==> src/rtl/cascade_pkg.sv <==
// Shared types and widths for the cascade feature/stage evaluation path.
package cascade_pkg;

  localparam int W_RECT   = 35;
  localparam int W_THR    = 13;
  localparam int W_VAR    = 18;
  localparam int W_LEAF   = 14;
  localparam int MAX_FEAT = 256;
  localparam int W_STAGE  = W_LEAF + $clog2(MAX_FEAT);

  // Feature sum holds up to 3 rectangle sums without overflow.
  localparam int W_FSUM = W_RECT + 2;
  // Signed threshold times unsigned (zero-extended) variance factor.
  localparam int W_PROD = W_THR + W_VAR + 1;
  // Common width for the threshold comparison.
  localparam int W_CMP  = (W_FSUM > W_PROD) ? W_FSUM : W_PROD;

  typedef enum logic [1:0] {
    IDLE  = 2'd0,
    ACCUM = 2'd1,
    EVAL  = 2'd2,
    OUT   = 2'd3
  } state_t;

  // Sign-extend a leaf value to the stage accumulator width.
  function automatic logic signed [W_STAGE-1:0] sext(input logic signed [W_LEAF-1:0] v);
    return {{(W_STAGE-W_LEAF){v[W_LEAF-1]}}, v};
  endfunction

endpackage

==> src/rtl/feat_thr_cmp.sv <==
// Combinational feature threshold test: lt = feat_sum < thr * var_norm.
// Kept separate so the multiplier can be pipelined without touching the FSM.
module feat_thr_cmp
  import cascade_pkg::*;
(
  input  logic signed [W_FSUM-1:0] feat_sum,
  input  logic signed [W_THR-1:0]  thr,
  input  logic        [W_VAR-1:0]  var_norm,
  output logic                     lt
);

  logic signed [W_PROD-1:0] thr_x;
  logic signed [W_PROD-1:0] var_x;
  logic signed [W_PROD-1:0] prod;
  logic signed [W_CMP-1:0]  sum_c;
  logic signed [W_CMP-1:0]  prod_c;

  // Scale threshold by the normalisation factor and compare signed.
  always_comb begin
    thr_x  = {{(W_PROD-W_THR){thr[W_THR-1]}}, thr};
    var_x  = {{(W_PROD-W_VAR){1'b0}}, var_norm};
    prod   = thr_x * var_x;
    sum_c  = W_CMP'(feat_sum);
    prod_c = W_CMP'(prod);
    lt     = (sum_c < prod_c);
  end

endmodule

==> src/rtl/feature_stage_eval.sv <==
// Groups weighted rectangle sums into Haar features, applies the scaled
// threshold test per feature and accumulates leaf values into a stage sum.
// One pass/fail result is emitted per stage.
//
// Handshakes: every channel is valid/ready; a transfer happens on a posedge
// where both are high. Ready never depends on valid. Once dout_valid is high,
// dout_valid/dout_pass/dout_sum hold until the transfer.
module feature_stage_eval
  import cascade_pkg::*;
(
  input  logic                      clk,
  input  logic                      rst,
  input  logic                      rect_valid,
  output logic                      rect_ready,
  input  logic signed [W_RECT-1:0]  rect_data,
  input  logic                      feat_valid,
  output logic                      feat_ready,
  input  logic        [1:0]         feat_rect_cnt,
  input  logic signed [W_THR-1:0]   feat_thr,
  input  logic signed [W_LEAF-1:0]  feat_left,
  input  logic signed [W_LEAF-1:0]  feat_right,
  input  logic                      feat_last,
  input  logic signed [W_STAGE-1:0] stage_thr,
  input  logic        [W_VAR-1:0]   var_norm,
  output logic                      dout_valid,
  input  logic                      dout_ready,
  output logic                      dout_pass,
  output logic signed [W_STAGE-1:0] dout_sum,
  output logic        [1:0]         state_dbg
);

  state_t state, state_next;

  logic                      first_flag;
  logic signed [W_THR-1:0]   thr_q;
  logic signed [W_LEAF-1:0]  left_q;
  logic signed [W_LEAF-1:0]  right_q;
  logic                      last_q;
  logic                      cnt3_q;
  logic        [1:0]         rcnt;
  logic signed [W_FSUM-1:0]  feat_sum;
  logic        [W_VAR-1:0]   var_q;
  logic signed [W_STAGE-1:0] stage_thr_q;
  logic signed [W_STAGE-1:0] stage_sum;
  logic                      lt;
  logic                      rect_last;

  // The rectangle completing the feature: index 1 for 2-rect, 2 for 3-rect.
  assign rect_last = (rcnt == (cnt3_q ? 2'd2 : 2'd1));
  assign state_dbg = state;

  feat_thr_cmp u_cmp (
    .feat_sum (feat_sum),
    .thr      (thr_q),
    .var_norm (var_q),
    .lt       (lt)
  );

  // State register.
  always_ff @(posedge clk) begin
    if (rst) state <= IDLE;
    else     state <= state_next;
  end

  // Next-state and handshake/output decode.
  always_comb begin
    state_next = state;
    feat_ready = 1'b0;
    rect_ready = 1'b0;
    dout_valid = 1'b0;
    dout_pass  = 1'b0;
    dout_sum   = '0;
    case (state)
      IDLE: begin
        feat_ready = 1'b1;
        if (feat_valid) state_next = ACCUM;
      end
      ACCUM: begin
        rect_ready = 1'b1;
        if (rect_valid && rect_last) state_next = EVAL;
      end
      EVAL: begin
        state_next = last_q ? OUT : IDLE;
      end
      OUT: begin
        dout_valid = 1'b1;
        dout_sum   = stage_sum;
        dout_pass  = (stage_sum >= stage_thr_q);
        if (dout_ready) state_next = IDLE;
      end
      default: state_next = IDLE;
    endcase
  end

  // Descriptor latching, feature accumulation and stage accumulation.
  always_ff @(posedge clk) begin
    if (rst) begin
      first_flag  <= 1'b1;
      thr_q       <= '0;
      left_q      <= '0;
      right_q     <= '0;
      last_q      <= 1'b0;
      cnt3_q      <= 1'b0;
      rcnt        <= '0;
      feat_sum    <= '0;
      var_q       <= '0;
      stage_thr_q <= '0;
      stage_sum   <= '0;
    end else begin
      case (state)
        IDLE: begin
          if (feat_valid) begin
            thr_q    <= feat_thr;
            left_q   <= feat_left;
            right_q  <= feat_right;
            last_q   <= feat_last;
            // Counts 0 and 1 are treated as 2 rectangles.
            cnt3_q   <= (feat_rect_cnt == 2'd3);
            feat_sum <= '0;
            rcnt     <= '0;
            if (first_flag) begin
              stage_sum  <= '0;
              var_q      <= var_norm;
              first_flag <= 1'b0;
            end
            if (feat_last) stage_thr_q <= stage_thr;
          end
        end
        ACCUM: begin
          if (rect_valid) begin
            feat_sum <= feat_sum + W_FSUM'(rect_data);
            rcnt     <= rcnt + 2'd1;
          end
        end
        EVAL: begin
          // Accumulator wraps silently; unreachable for legal stage sizes.
          stage_sum <= stage_sum + sext(lt ? left_q : right_q);
        end
        OUT: begin
          if (dout_ready) first_flag <= 1'b1;
        end
        default: ;
      endcase
    end
  end

endmodule

==> config.mk <==
export PLATFORM = sky130hd
export DESIGN_NAME = feature_stage_eval
export DESIGN_NICKNAME = d
export VERILOG_FILES = /design/src/rtl/cascade_pkg.sv /design/src/rtl/feat_thr_cmp.sv /design/src/rtl/feature_stage_eval.sv
export SDC_FILE = /design/constraint.sdc
export NUM_CORES = 1
export LEC_CHECK = 0
export CORE_UTILIZATION = 49
export CTS_CLUSTER_DIAMETER = 30
export DETAILED_ROUTE_END_ITERATION = 8
export GPL_TIMING_DRIVEN = 0
export PLACE_DENSITY = 0.7
export SYNTH_ARGS = -nofsm -noshare
export SYNTH_HDL_FRONTEND = slang
export SYNTH_SLANG_ARGS = --single-unit
export TNS_END_PERCENT = 10
==> constraint.sdc <==
create_clock -name clk -period 13 [get_ports clk]
set_clock_uncertainty 0.2 [all_clocks]
set_input_delay 1.95 -clock clk [delete_from_list [all_inputs] [get_ports clk]]
set_output_delay 1.95 -clock clk [all_outputs]
set_load 0.01 [all_outputs]
Yosys cells after proc, flatten, opt, wreduce, memory -nomap -nowiden --
Cells that the tools add are included.
Storage, ports and cells: output and inout port bits 28, register bits after elaboration 147, memory bits (writable) 0, logic and storage cells 64, input port bits 124, ROM bits 0, memories kept 0, latch bits 0
Cells by class: $lt $le $gt $ge 2, add/subtract/negate cells 3, reductions and logical operators 12, bitwise operators 0, muxes and demuxes 24, $mul 1, shift operators 0, equality and inequality tests 10, div/mod/pow operators 0
Operator list (number):
- two-way mux 37 bit | 2
- case mux 37 bit (2 select lines) | 1
- two-way mux 22 bit | 3
- case mux 22 bit (2 select lines) | 1
- adder 37 x 35 -> 37 bit | 1
- < comparator 37 x 32 -> 1 bit | 1
- multiplier 13 x 19 -> 32 bit | 1
- adder 22 x 14 -> 22 bit | 1
- greater-or-equal comparator 22 bit | 1
- AND reduction 3 bit | 6
- two-way mux 14 bit | 1
- two-way mux 2 bit | 7
- inequality test 2 bit (second input constant) | 5
- case mux 2 bit (4 select lines) | 1
- == test 2 bit (second input constant) | 3
- two-way mux 1 bit | 6
- nonzero test 2 bit | 3
- case mux 2 bit (2 select lines) | 1
- adder 2 x 1 -> 2 bit (second input constant) | 1
- == test 2 x 1 -> 1 bit (second input constant) | 1
- == test 2 bit | 1
- logical NOT 2 bit | 1
- case mux 1 bit (2 select lines) | 1
- AND reduction 2 bit | 1
- logical AND 1 bit | 1

Logic depth before layout (Yosys ltp) --
depth after elaboration 5, depth in mapped cells 49, mapped depth without buffers 47

Modules after synthesis --
Synthesis repeated with hierarchy kept, for this count alone.
Second synthesis, totals: cells, all modules 2078, area, all modules 17280.3 µm²
Modules (own cells, without submodules):
- feature_stage_eval | instances 1, area each 8913.5 µm², cells an instance 1134, seq. area each 2942.8 µm²
- feat_thr_cmp | instances 1, area each 8366.8 µm², cells an instance 944, seq. area each 0.0 µm²

Worst setup path before layout --
No wires, ideal clock.
path type register to register, from reg thr_q[9], to reg stage_sum[18], clock period less this slack 10.631 ns, setup time 0.117 ns, setup slack 2.369 ns, stages on the path, launching flop included 47, required time 12.683 ns, arrival 10.314 ns, buffers on the path 3, path through dfxtp_1 > clkbuf_1 > clkbuf_1 > nand2_1 > fa_1 > inv_1 > fa_1 > fa_1 > fa_1 > fa_1 > ha_1 > ha_1 > a21o_1 > a31o_1 > a21oi_1 > o211a_1 > a21oi_1 > or2_1 > [11 not listed] > o21ai_1 > nand2_1 > mux2_4 > buf_6 > mux2_4 > ha_1 > fa_1 > nand3_1 > nand2_1 > a21o_1 > a21o_1 > a22oi_1 > a21oi_1 > a21oi_1 > o21ai_0 > a21o_1 > xor2_1 > a22o_1
Between the ends: longest elaborated chain between the ends 5
RTL lines:
- start, declared | RTL line feature_stage_eval.sv:35 | logic signed [W_THR-1:0] thr_q;
- start signal, assigned | RTL line feature_stage_eval.sv:113 | thr_q <= feat_thr;
- multiplier 13 x 19 -> 32 bit | RTL line feat_thr_cmp.sv:22 | prod = thr_x * var_x;
- < comparator 37 x 32 -> 1 bit | RTL line feat_thr_cmp.sv:25 | lt = (sum_c < prod_c);
- two-way mux 14 bit | RTL line feature_stage_eval.sv:137 | stage_sum <= stage_sum + sext(lt ? left_q : right_q);
- adder 22 x 14 -> 22 bit | RTL line feature_stage_eval.sv:137
- case mux 22 bit (2 select lines) | RTL line feature_stage_eval.sv:110 | case (state)
- end signal, assigned | RTL line feature_stage_eval.sv:137
- end, declared | RTL line feature_stage_eval.sv:44 | logic signed [W_STAGE-1:0] stage_sum;
No other way between the ends. A chain may end at the register's enable or synchronous reset.

Worst setup path after layout --
from reg thr_q[3], to reg stage_sum[18]
Same word-level chain as after synthesis.

==> run metrics <==
vias per cell=5.571; CTS H-Tree Depth=4; Critical path buffers and inverters=4; final count of hold timing violations=0; Initial Utilization=0.5031; largest net degree at the start of global routing=17; Simple-Gate Fraction of Synth Area=0.1926; Synth Cell Area=0.01704 mm^2; CP Data Required Time=13.15 ns; total routed wirelength=47.18 mm; CTS Buf Count=17; Internal=0.001094 W; Synth Net Count=2543; Crit Path Category=register to register; VDD IR max=0.09932 mV; Syn Inst Count=2022; Lkg Pwr=9.380 nW; Fmax=81.12 MHz; Post-synth EDFFs=0; Remaining Overflow, GRT=0; CTS tree=yes; Seq pwr share=0.299; synth-to-layout area growth=15.73%; Yosys cell types=73; worst-skew pair later-pin latency=0.45 ns; worst-margin pin slew=0.9315 ns; post-route minimum period=12.33 ns; compound-gate portion of the synthesized area=0.1510; Setup WS pre-CTS=0.5649 ns; HPWL after DPL=38.37 mm; via count=14750; commonest non-fill, non-tap cells in the layout=342 x nand2_1, 219 x ha_1, 202 x inv_1; DP Cell Count=2620; Die Wd=188.5 um; Clock Root Buffer=clkbuf_16; clock network power share=0.313; most common cell after layout, fill and taps aside=nand2_1; adder-cell share of the synthesized area=0.3700; maximum root-to-sink buffer count=2; Ys Warns=0; Seq/Total Area, Yosys=0.1727; Synth Area per Inst=8.426 um^2; relative slew slack=0.3790; max incr delay on CP=0.66 ns; crit path DAT=12.48 ns; filler-free cell count of the finished design=2648; CTS Hold Bufs=0; CTS Sinks=147; post-route cell area=0.01972 mm^2; combinational share of power=0.388; full die area=0.03552 mm^2; I/O Buffers=150; # rows=67; max-slew violation count=0; Sw Pwr=0.0006496 W; Synth async-reset ratio=0; num ports=152; area post-placement=0.01910 mm^2; Total Nets Final=2707; largest family of logic cells by synthesized area=adder cells; clock-pin slew on the worst setup and hold paths=0.07 ns; DR pass1 iterations=5; setup bufs post-CTS=0; Tcrit/Tclk final=0.9483; Iter 0 DRT Violations=910; Remaining DRCs=0; Critical Path Start Type=register; Core Region=0.03387 mm^2; crit-path most repeated cell=fa_1; Setup TNS Final=0 ns; GPL Wtd Cong=0.9124; ANT nets after route=0; CTS resizes=0; GRT Total Usage=0.2762; share of layout cells above drive strength 1=0.02819; post-synthesis mux area share=0.01410; status=finished, final reports clean; number of synthesized register bits=147; top_reg_cell synth=dfxtp_1; Top Family by Delay on Critical Path=adder cells; wire length of the first global-routing pass=77.41 mm; Slowest cell on crit path=dfxtp_1; Post-Synth XOR/XNOR Area=0.03547; final setup violation count=0; wire per inst=17.82 um; cell area power density=88.44 mW/mm^2; endpoint class of the critical path=register; vias in the first global route=15190; unrepaired setup endpoints after global routing=no; setup ws final=0.6719 ns; die height=188.5 um; Sw Ratio=0.3725; max cap viols=0; initial antenna violation count=1; hold crit path type=register to register; Total Power=0.001744 W; CP max FO=10
final timing paths:
check	start	end	slack [ns]	depth (start not counted)
setup / recovery	thr_q[3]	stage_sum[18]	0.67	45
hold / removal	stage_thr_q[1]	stage_thr_q[1]	0.25	2
setup reg to reg	thr_q[3]	stage_sum[18]	0.67	45
hold reg to reg	stage_thr_q[1]	stage_thr_q[1]	0.25	2
state kept, by name, summed over array words and instances, names as in the netlist, 2 cells and up:
register	cells
left_q	14
rcnt	2
state_dbg	2
stage_sum	22
feat_sum	37
var_q	18
thr_q	13
stage_thr_q	22
right_q	14
cell usage after synthesis, types with 5 or more instances:
| library cell | instances | area [um^2] |
|---|---|---|
| xor2_1 | 29 | 254.0 |
| and3_1 | 27 | 168.9 |
| inv_1 | 202 | 758.2 |
| nand3_1 | 25 | 125.1 |
| a21o_1 | 45 | 337.8 |
| or3_1 | 8 | 50.05 |
| o21a_1 | 17 | 127.6 |
| ha_1 | 219 | 2740 |
| nor2b_1 | 22 | 137.6 |
| a22oi_1 | 33 | 247.7 |
| buf_1 | 7 | 26.28 |
| o21ai_1 | 9 | 45.04 |
| nand4_1 | 14 | 87.58 |
| fa_1 | 178 | 3563 |
| clkbuf_1 | 78 | 292.8 |
| or2_2 | 5 | 31.28 |
| a211oi_1 | 14 | 105.1 |
| nand2b_1 | 19 | 118.9 |
| a31oi_1 | 8 | 50.05 |
| o21ai_0 | 45 | 225.2 |
| dfxtp_1 | 147 | 2943 |
| o21bai_1 | 9 | 67.56 |
| mux2_4 | 11 | 165.2 |
| xnor2_1 | 40 | 350.3 |
| nand2_1 | 342 | 1284 |
| and2_1 | 102 | 638.1 |
| nor2_1 | 85 | 319.1 |
| nor3_1 | 25 | 125.1 |
| a22o_1 | 13 | 113.9 |
| a21oi_1 | 166 | 830.8 |
cell type report:
class | instances | area, um^2
sequential | 147 | 2944
inverter | 202 | 758.2
timing repair buffer | 150 | 1501
multi-input combinational | 1586 | 13000
clock inverter | 13 | 195.2
buffer | 82 | 320.3
fill | 3117 | 14150
antenna | 1 | 2.502
clock buffer | 19 | 432.9
tap | 448 | 560.5
through the flow:
step           utilization  hold WS [ns]
3_3_place_gp        0.5640        0.2422
3_5_place_dp        0.5640        0.2460
5_1_grt             0.5821        0.2758
4_1_cts             0.5825        0.2550
6_report            0.5822        0.2546
2_1_floorplan            -        0.2322
cells by family after synthesis:
kind of cell               Yosys count
buffers and inverters              289
adders and majority gates          397
DFF                                147
AOI/OAI and AO/OA                  404
xor gates and xnor gates            69
and+or+nand+nor                    698
muxes                               18
power groups by stage:
stage                     clock network [W]  logic [W]  registers, W
final                              0.000545   0.000677      0.000521
after global routing               0.000572   0.000757      0.000525
after CTS                          0.000550   0.000684      0.000515
after detailed placement                  0   0.000678      0.000525
after floorplan                           0   0.000479      0.000509
after global placement                    0   0.000663      0.000524
layer usage:
metal / routed length (um) / global-route usage / share of wire / up-vias
met1: 19780 / 0.3478 / 0.42 / 7122
met5: 0 / 0 / 0 / -
met2: 23020 / 0.4723 / 0.49 / 437
li1: - / - / - / 7106
met4: 1432 / 0.09305 / 0.030 / 0
met3: 2947 / 0.05308 / 0.062 / 88
tightest hold or removal path, stage by stage, from the launching register on:
cell and delay, ns:
dfxtp_1 0.31, nand2_1 0.05, a21oi_1 0.05
(Power assumes the default switching activity.)
